$ cat src/rtl/mem_port_arbiter.sv
// Arbiter that shares one combinational-read memory between the core and the loader/debug port.
// The owner is registered; a bounded hold count stops either side from starving the other.
module mem_port_arbiter #(
  parameter int ADDR_W   = 8,
  parameter int DATA_W   = 8,
  parameter int MAX_HOLD = 4
) (
  input  logic              clock,
  input  logic              reset,
  input  logic              core_req,
  input  logic              core_we,
  input  logic [ADDR_W-1:0] core_addr,
  input  logic [DATA_W-1:0] core_wdata,
  output logic              core_gnt,
  output logic [DATA_W-1:0] core_rdata,
  output logic              core_rvalid,
  output logic              core_stall,
  input  logic              ldr_req,
  input  logic              ldr_we,
  input  logic [ADDR_W-1:0] ldr_addr,
  input  logic [DATA_W-1:0] ldr_wdata,
  output logic              ldr_gnt,
  output logic [DATA_W-1:0] ldr_rdata,
  output logic              ldr_rvalid,
  output logic [ADDR_W-1:0] mem_adr,
  output logic [DATA_W-1:0] mem_wd,
  output logic              mem_we,
  input  logic [DATA_W-1:0] mem_rd
);

  localparam int CNT_W = $clog2(MAX_HOLD + 1);
  localparam logic [CNT_W-1:0] HOLD_MAX = CNT_W'(MAX_HOLD);
  localparam logic [CNT_W-1:0] CNT_ONE  = CNT_W'(1);

  typedef enum logic [1:0] {IDLE, CORE, LDR} state_t;

  state_t           state;
  logic [CNT_W-1:0] hold_cnt;
  logic [CNT_W-1:0] cnt_inc;

  // A grant needs both ownership and a live request, so an owner that drops req gets no access.
  assign core_gnt   = (state == CORE) & core_req;
  assign ldr_gnt    = (state == LDR) & ldr_req;
  assign core_stall = core_req & ~core_gnt;
  assign cnt_inc    = (hold_cnt == HOLD_MAX) ? HOLD_MAX : hold_cnt + CNT_ONE;

  always_comb begin
    mem_adr = '0;
    mem_wd  = '0;
    mem_we  = 1'b0;
    if (core_gnt) begin
      mem_adr = core_addr;
      mem_wd  = core_wdata;
      mem_we  = core_we;
    end else if (ldr_gnt) begin
      mem_adr = ldr_addr;
      mem_wd  = ldr_wdata;
      mem_we  = ldr_we;
    end
  end

  always_ff @(posedge clock or posedge reset) begin
    if (reset) begin
      state       <= IDLE;
      hold_cnt    <= '0;
      core_rvalid <= 1'b0;
      ldr_rvalid  <= 1'b0;
      core_rdata  <= '0;
      ldr_rdata   <= '0;
    end else begin
      core_rvalid <= core_gnt & ~core_we;
      ldr_rvalid  <= ldr_gnt & ~ldr_we;
      if (core_gnt & ~core_we) core_rdata <= mem_rd;
      if (ldr_gnt & ~ldr_we) ldr_rdata <= mem_rd;

      // The other side takes over once the owner saturates its hold count or lets go.
      case (state)
        IDLE: begin
          if (core_req) begin
            state    <= CORE;
            hold_cnt <= CNT_ONE;
          end else if (ldr_req) begin
            state    <= LDR;
            hold_cnt <= CNT_ONE;
          end else begin
            hold_cnt <= '0;
          end
        end
        CORE: begin
          if (ldr_req && (hold_cnt == HOLD_MAX || !core_req)) begin
            state    <= LDR;
            hold_cnt <= CNT_ONE;
          end else if (core_req) begin
            hold_cnt <= cnt_inc;
          end else begin
            state    <= IDLE;
            hold_cnt <= '0;
          end
        end
        LDR: begin
          if (core_req && (hold_cnt == HOLD_MAX || !ldr_req)) begin
            state    <= CORE;
            hold_cnt <= CNT_ONE;
          end else if (ldr_req) begin
            hold_cnt <= cnt_inc;
          end else begin
            state    <= IDLE;
            hold_cnt <= '0;
          end
        end
        default: begin
          state    <= IDLE;
          hold_cnt <= '0;
        end
      endcase
    end
  end

endmodule

$ cat config.mk
export PLATFORM = sky130hd
export DESIGN_NAME = mem_port_arbiter
export DESIGN_NICKNAME = d
export VERILOG_FILES = /design/src/rtl/mem_port_arbiter.sv
export SDC_FILE = /design/constraint.sdc
export NUM_CORES = 1
export LEC_CHECK = 0
export CAP_MARGIN = 10
export CORE_AREA = 3 3 68 70
export DETAILED_ROUTE_END_ITERATION = 16
export DIE_AREA = 0 0 71 73
export HOLD_SLACK_MARGIN = 0.08
export PLACE_DENSITY = 0.72
export SETUP_SLACK_MARGIN = 0.05
export SYNTH_ARGS = -nofsm -noshare
export SYNTH_HDL_FRONTEND = slang
export SYNTH_SLANG_ARGS = --single-unit
$ cat constraint.sdc
create_clock -name clock -period 2.46 [get_ports clock]
set_clock_uncertainty 0.2 [all_clocks]
set_input_delay 0.738 -clock clock [delete_from_list [all_inputs] [get_ports clock]]
set_output_delay 0.738 -clock clock [all_outputs]
set_load 0.03 [all_outputs]
==> results of run 1 <==
## cells by family (layout without fill, tap and decap cells)
logic type,count (synthesis),in the layout,share of synthesized area [%]
AOI/OAI and AO/OA,26,26,17.38
adders and majority gates,2,2,2.045
buffers and inverters,11,111,5.930
DFF,23,23,47.03
muxes,16,16,19.63
and+or+nand+nor,16,16,7.975
## report_power, final
part / internal (mW) / switching [mW]
Sequential: 0.465 / 0.0505
Combinational: 0.422 / 0.354
Clock: 0.113 / 0.111
Total: 0.999 / 0.515
## registers in the layout (all words and copies together), names as in the netlist
| signal | flops |
|---|---|
| core_rvalid | 1 |
| core_rdata | 8 |
| ldr_rdata | 8 |
| hold_cnt | 3 |
| state | 2 |
| ldr_rvalid | 1 |
## worst max-delay path, cell delays in order
cell and delay (ps):
buf_6 90, and3b_2 210, buf_6 140, buf_16 130
a22o_4 210, buf_6 130
## per-stage QoR
stage / hold WS [ps] / utilization (%) / setup TNS [ps] / cell area [um^2] / setup slack [ps]
after global routing: 321.3 / 62.89 / -2536 / 2534 / -164.9
after floorplan: 262.2 / - / 0 / 1333 / 41.32
after CTS: 315.9 / 62.39 / -2438 / 2514 / -171.2
after detailed placement: 290.7 / 54.41 / -9176 / 2192 / -424.1
final: 311.6 / 62.89 / -2110 / 2534 / -143.1
after global placement: 293.3 / 54.41 / -8921 / 2192 / -416.8
## placed cells by master (no fill, tap or decap), types with 2 or more instances in the layout
| cell | count |
|---|---|
| clkdlybuf4s50_1 | 61 |
| buf_6 | 23 |
| dfrtp_1 | 22 |
| mux2_4 | 16 |
| a22o_1 | 9 |
| a22o_4 | 8 |
| buf_4 | 8 |
| buf_16 | 6 |
| inv_1 | 5 |
| nand2_1 | 4 |
| nand3_1 | 3 |
| a21oi_1 | 3 |
| clkbuf_8 | 3 |
| buf_12 | 3 |
| nor2b_4 | 2 |
| nor2_1 | 2 |
| ha_1 | 2 |
## Yosys cell counts
master / count / share of area, %
nor2_1: 3 / 0.92
a22oi_1: 1 / 0.61
nor2b_1: 1 / 0.51
buf_4: 2 / 1.2
buf_2: 1 / 0.41
ha_1: 2 / 2.0
a311oi_1: 1 / 0.72
nor3_1: 1 / 0.41
o211a_1: 1 / 0.82
nand3_1: 3 / 1.2
o31ai_1: 1 / 0.61
inv_1: 5 / 1.5
nand2_1: 4 / 1.2
a22o_1: 17 / 12
mux2_4: 16 / 20
a21bo_2: 1 / 0.82
and3b_1: 2 / 1.4
a21oi_1: 4 / 1.6
nor2b_4: 2 / 2.2
buf_6: 3 / 2.8
dfrtp_1: 23 / 47
## routing by layer
metal / vias up / track usage (%) / share of wire, %
li1: 545 / - / -
met1: 532 / 17.95 / 41
met2: 78 / 26.47 / 48
met3: 4 / 3.719 / 10
met4: 0 / 5.637 / 1.5
met5: - / 0 / 0
## area by class of cell
type | instances | area [um^2]
fill | 298 | 1495
timing repair buffer | 102 | 1160
multi-input combinational | 60 | 669.4
sequential | 23 | 576.8
tap | 50 | 62.56
clock buffer | 3 | 41.29
inverter | 5 | 18.77
clock inverter | 1 | 5.005
## worst min path at each step
stage	from	to	slack, ps	cells after the start
3_3_place_gp	core_rdata[6]	core_rdata[6]	290	1
2_1_floorplan	hold_cnt[0]	hold_cnt[0]	260	1
5_1_grt	ldr_rdata[7]	ldr_rdata[7]	320	1
4_1_cts	ldr_rdata[7]	ldr_rdata[7]	320	1
3_5_place_dp	ldr_rdata[7]	ldr_rdata[7]	290	1
6_report	ldr_rdata[3]	ldr_rdata[3]	310	1
## repair_timing
action,in CTS,in global routing
setup endpoints to repair,20,19
setup buffers,3,2
pin swaps,4,5
cloned,6,0
gates resized for setup,39,2
endpoints found under the hold margin,0,0
==> metrics.txt, run 1 <==
run status=finished with violations; violated checks=negative setup slack; Area Overhead vs Synth=107.1%; end of the critical path=mem_adr[1]; reg2reg setup slack=530 ps; die width=71 um; largest net degree at the start of global routing=24; CTS H-tree lvls=1; R2R cell count=5; PwrDens=between 500 and 600 mW/mm^2; Avg Synthesized Cell Area=approximately 13 um^2; Tmin final=between 2000 and 3000 ps; Ant. Diodes=0; worst slew pin tran=between 300 and 400 ps; Nets=243; synth unique cells=21; Final HPWL DP=around 2700 um; routability-driven placement congestion ratio=0.7624; Clock Path Buffers=2; Die H=73 um; FF+latch count, synth=23; cell row count=23; final WL=3813 um; Clock Latency Late Sink=between 200 and 300 ps; worst setup path startpoint=core_req; clock sink count=23; Crit Path Class=input port to output pin; Final Non-Filler Cells=between 200 and 250; crit end category=output pin; core area=around 0.004 mm^2; Ys Warns=0; layout cell share with drive strength beyond 1=39.69%; Synth Instances=94; Mapped Nets=142; DIE AREA=slightly above 0.005 mm^2; Hold-fix buffers, CTS=0; Clock transition at path regs=roughly 70 ps; Max Cap Violations=0; # IOs=84; total power=about 1.5 mW; Inst Count DP=between 200 and 250; initial antenna violation count=0; Crit Reg-Reg Startpoint=state[1]; vias in the first global route=between 1k and 1.5k; Netlist Area Pre-Place=0.001224 mm^2; RSZ-0062 raised after global routing=yes; grt ovf=0; first-pass GRT wire length=~6100 um; routed length per instance=roughly 16 um; port bufs=between 80 and 90; Critical Path Fanout Max=5; initial core utilization=just over 30%; Pleak=between 1 and 1.5 nW; max_slew headroom=78.66%; DR DRC count=0; total track usage=approximately 15%; fin. max-slew vios=0; Req. time, crit path=roughly 1500 ps; Hold Fails Final Rpt=0; clock buffer count from CTS=3; CTS tree=done; endpoints failing setup=18; largest vdd supply drop=240.5 uV; Hold Crit Class=register to register; startpoint types=input port; vias per cell=approximately 4.8; Clock Tree Root=clkbuf_8; routed via count=about 1.2k; Max Fclk=0.3842 GHz; sequential-to-total area share from yosys stat=47.03%; Pre-antenna DRT Iters=4; antenna-violating nets left=0; Worst EP arrival=1670 ps; Crit Reg-Reg Endpoint=core_rdata[1]; Initial DRC Count=between 40 and 50; final worst slack=-143.1 ps; Tcrit/Tclk final=105.8%
Power figures use the tool's default switching activity.
==> run 2: changes to the inputs <==
CTS_BUF_LIST = sky130_fd_sc_hd__clkbuf_4 sky130_fd_sc_hd__clkbuf_8   (was default)
==> results of run 2 <==
No change in the layout: final DEF, timing and power equal those of run 1.
==> run 3: changes to the inputs <==
clock period = 2.6 ns   (was 2.46 ns; I/O delays follow)
==> run 3 against run 2 <==
Compared with the run above: the run still ends with negative setup slack left; cell area up 2.8%; via count up 3.5%; combinational power down 4.5%; flip-flop and latch count unchanged; sequential power down 3.9%; critical path depth unchanged; die area unchanged; worst hold slack better by 4.8 ps; largest cell class unchanged.
==> metrics.txt, run 3 (synthesized netlist as in run 1, its figures left out) <==
most common cell after layout, fill and taps aside=clkdlybuf4s50_1 (unchanged); clock sink count=23 (unchanged); Max Cap Violations=0 (unchanged); clock buffer count from CTS=3 (unchanged); routed via count=1199 (was 1159); Critical Path Fanout Max=5 (unchanged); endpoints failing setup=18 (unchanged); minimum setup slack after placement=-424.2 ps (was -424.1 ps); Hold Crit Class=register to register (unchanged); Area Overhead vs Synth=112.9% (was 107.1%); Tcrit/Tclk final=104.9%; crit-path max cell delay=240 ps (was 210 ps); Clock transition at path regs=70 ps (about the same); die width=71 um (unchanged); DR DRC count=0 (unchanged); setup_tns=-1783 ps (was -2110 ps); cells along the critical path=buf_6 -> and3b_2 -> clkbuf_16 -> buf_8 -> a22o_1 -> buf_6 (was buf_6 -> and3b_2 -> buf_6 -> buf_16 -> a22o_4 -> buf_6); cell row count=23 (unchanged); vias in the first global route=1353 (was 1222); PwrDens=558.8 mW/mm^2 (was 597.6 mW/mm^2); footprint of the multi-input gates=666.9 um^2 (was 669.4 um^2); post-route cell area=0.002605 mm^2 (was 0.002534 mm^2); routability-driven placement congestion ratio=0.8662 (was 0.7624); worst slew pin tran=342.9 ps (was 319.1 ps); largest net degree at the start of global routing=24 (unchanged); Initial DRC Count=7 (was 46); first-pass GRT wire length=6858 um (was 6134 um); total track usage=16.77% (was 15.12%); Pre-antenna DRT Iters=2 (was 4); Final Non-Filler Cells=254 (was 244); Tmin final=2726 ps; RSZ-0062 raised after global routing=yes (unchanged); Worst path slowest cell=a22o_1 (was and3b_2); met3 Track Usage GR=4.821% (was 3.719%); Die H=73 um (unchanged); Post-Place Cell Area=0.002136 mm^2 (was 0.002192 mm^2); final worst slack=-126.4 ps (was -143.1 ps); Final HPWL DP=2879 um (was 2682 um); layout cell share with drive strength beyond 1=42.16% (was 39.69%); CP bufs+invs=4 (unchanged); violated checks=negative setup slack (unchanged); GR Util met2=31.41% (was 26.47%); routed length per instance=16.66 um (was 15.63 um); initial antenna violation count=0 (unchanged); family with the most delay on the worst path=buffers and inverters (unchanged); initial core utilization=30.37% (unchanged); met1 Use GR=19.54% (was 17.95%); port bufs=83 (unchanged); run status=finished with violations (unchanged); Pleak=1.193 nW (was 1.139 nW); CTS tree=done (unchanged); Clock Tree Root=clkbuf_8 (unchanged); Max Fclk=0.3668 GHz; Worst path most repeated cell=buf_6 (unchanged); core area=0.004029 mm^2 (unchanged); crit end category=output pin (unchanged); vias per cell=4.720 (was 4.750); Worst EP arrival=1750 ps (was 1670 ps); Hold Fails Final Rpt=0 (unchanged); largest vdd supply drop=556.6 uV (was 240.5 uV); Top Usage Layer GRT=met2 (unchanged); max_slew headroom=77.07% (was 78.66%); total power=1.456 mW (was 1.514 mW); Nets=253 (was 243); Req. time, crit path=1620 ps (was 1520 ps); fin. max-slew vios=0 (unchanged); # IOs=84 (unchanged); most frequent cells in the layout=61 x clkdlybuf4s50_1, 31 x buf_6, 23 x dfrtp_1 (was 61 x clkdlybuf4s50_1, 23 x buf_6, 22 x dfrtp_1); Clock Path Buffers=2 (unchanged); Util after Layout=64.66% (was 62.89%); Hold-fix buffers, CTS=0 (unchanged); startpoint types=input port (unchanged); Crit Path Class=input port to output pin (unchanged); Inst Count DP=230 (was 229); Ant. Diodes=0 (unchanged); grt ovf=0 (unchanged); CTS H-tree lvls=1 (unchanged); Largest regs=core_rdata (8), ldr_rdata (8), hold_cnt (3) (unchanged); final WL=4232 um (was 3813 um); Clock Latency Late Sink=250 ps (was 260 ps); Hold WS=316.4 ps (was 311.6 ps); fillers=280 (was 298); FF+latch area=575.6 um^2 (was 576.8 um^2); DIE AREA=0.005183 mm^2 (unchanged); antenna-violating nets left=0 (unchanged)
run 3: repair_timing:
action                                 CTS  global route
gates resized for setup                 57             4
gates cloned                             5             0
setup buffers                           13             4
endpoints found under the hold margin    0             0
setup endpoints to repair               20            18
pin swaps                               18             2
run 3: worst paths after layout:
path	start	to	slack, ps	cells after the start
setup / recovery	ldr_req	mem_wd[4]	-130	6
setup reg to reg	state[1]	ldr_rdata[5]	190	11
hold / removal	hold_cnt[0]	hold_cnt[0]	320	1
max in group asynchronous	reset	core_rdata[6]	1330	3
hold reg to reg	hold_cnt[0]	hold_cnt[0]	320	1
min in group asynchronous	reset	core_rdata[1]	650	3
run 3: routing by layer:
metal  share of wire [%]  vias to the layer above
li1                    -                      565
met1                  40                      555
met2                  49                       77
met3                  11                        2
met4                0.31                        0
met5                   0                        -
run 3: where the power goes:
group | internal (mW) | total [mW] | switching [mW]
registers | 0.440 | 0.495 | 0.0557
clock network | 0.119 | 0.221 | 0.101
logic | 0.403 | 0.740 | 0.336
run 3: cell type report:
type                       count  share of cell area, %
multi-input combinational     60                  25.60
timing repair buffer         112                  47.31
tap                           50                  2.402
clock buffer                   4                  1.873
sequential                    23                  22.09
inverter                       5                 0.7205
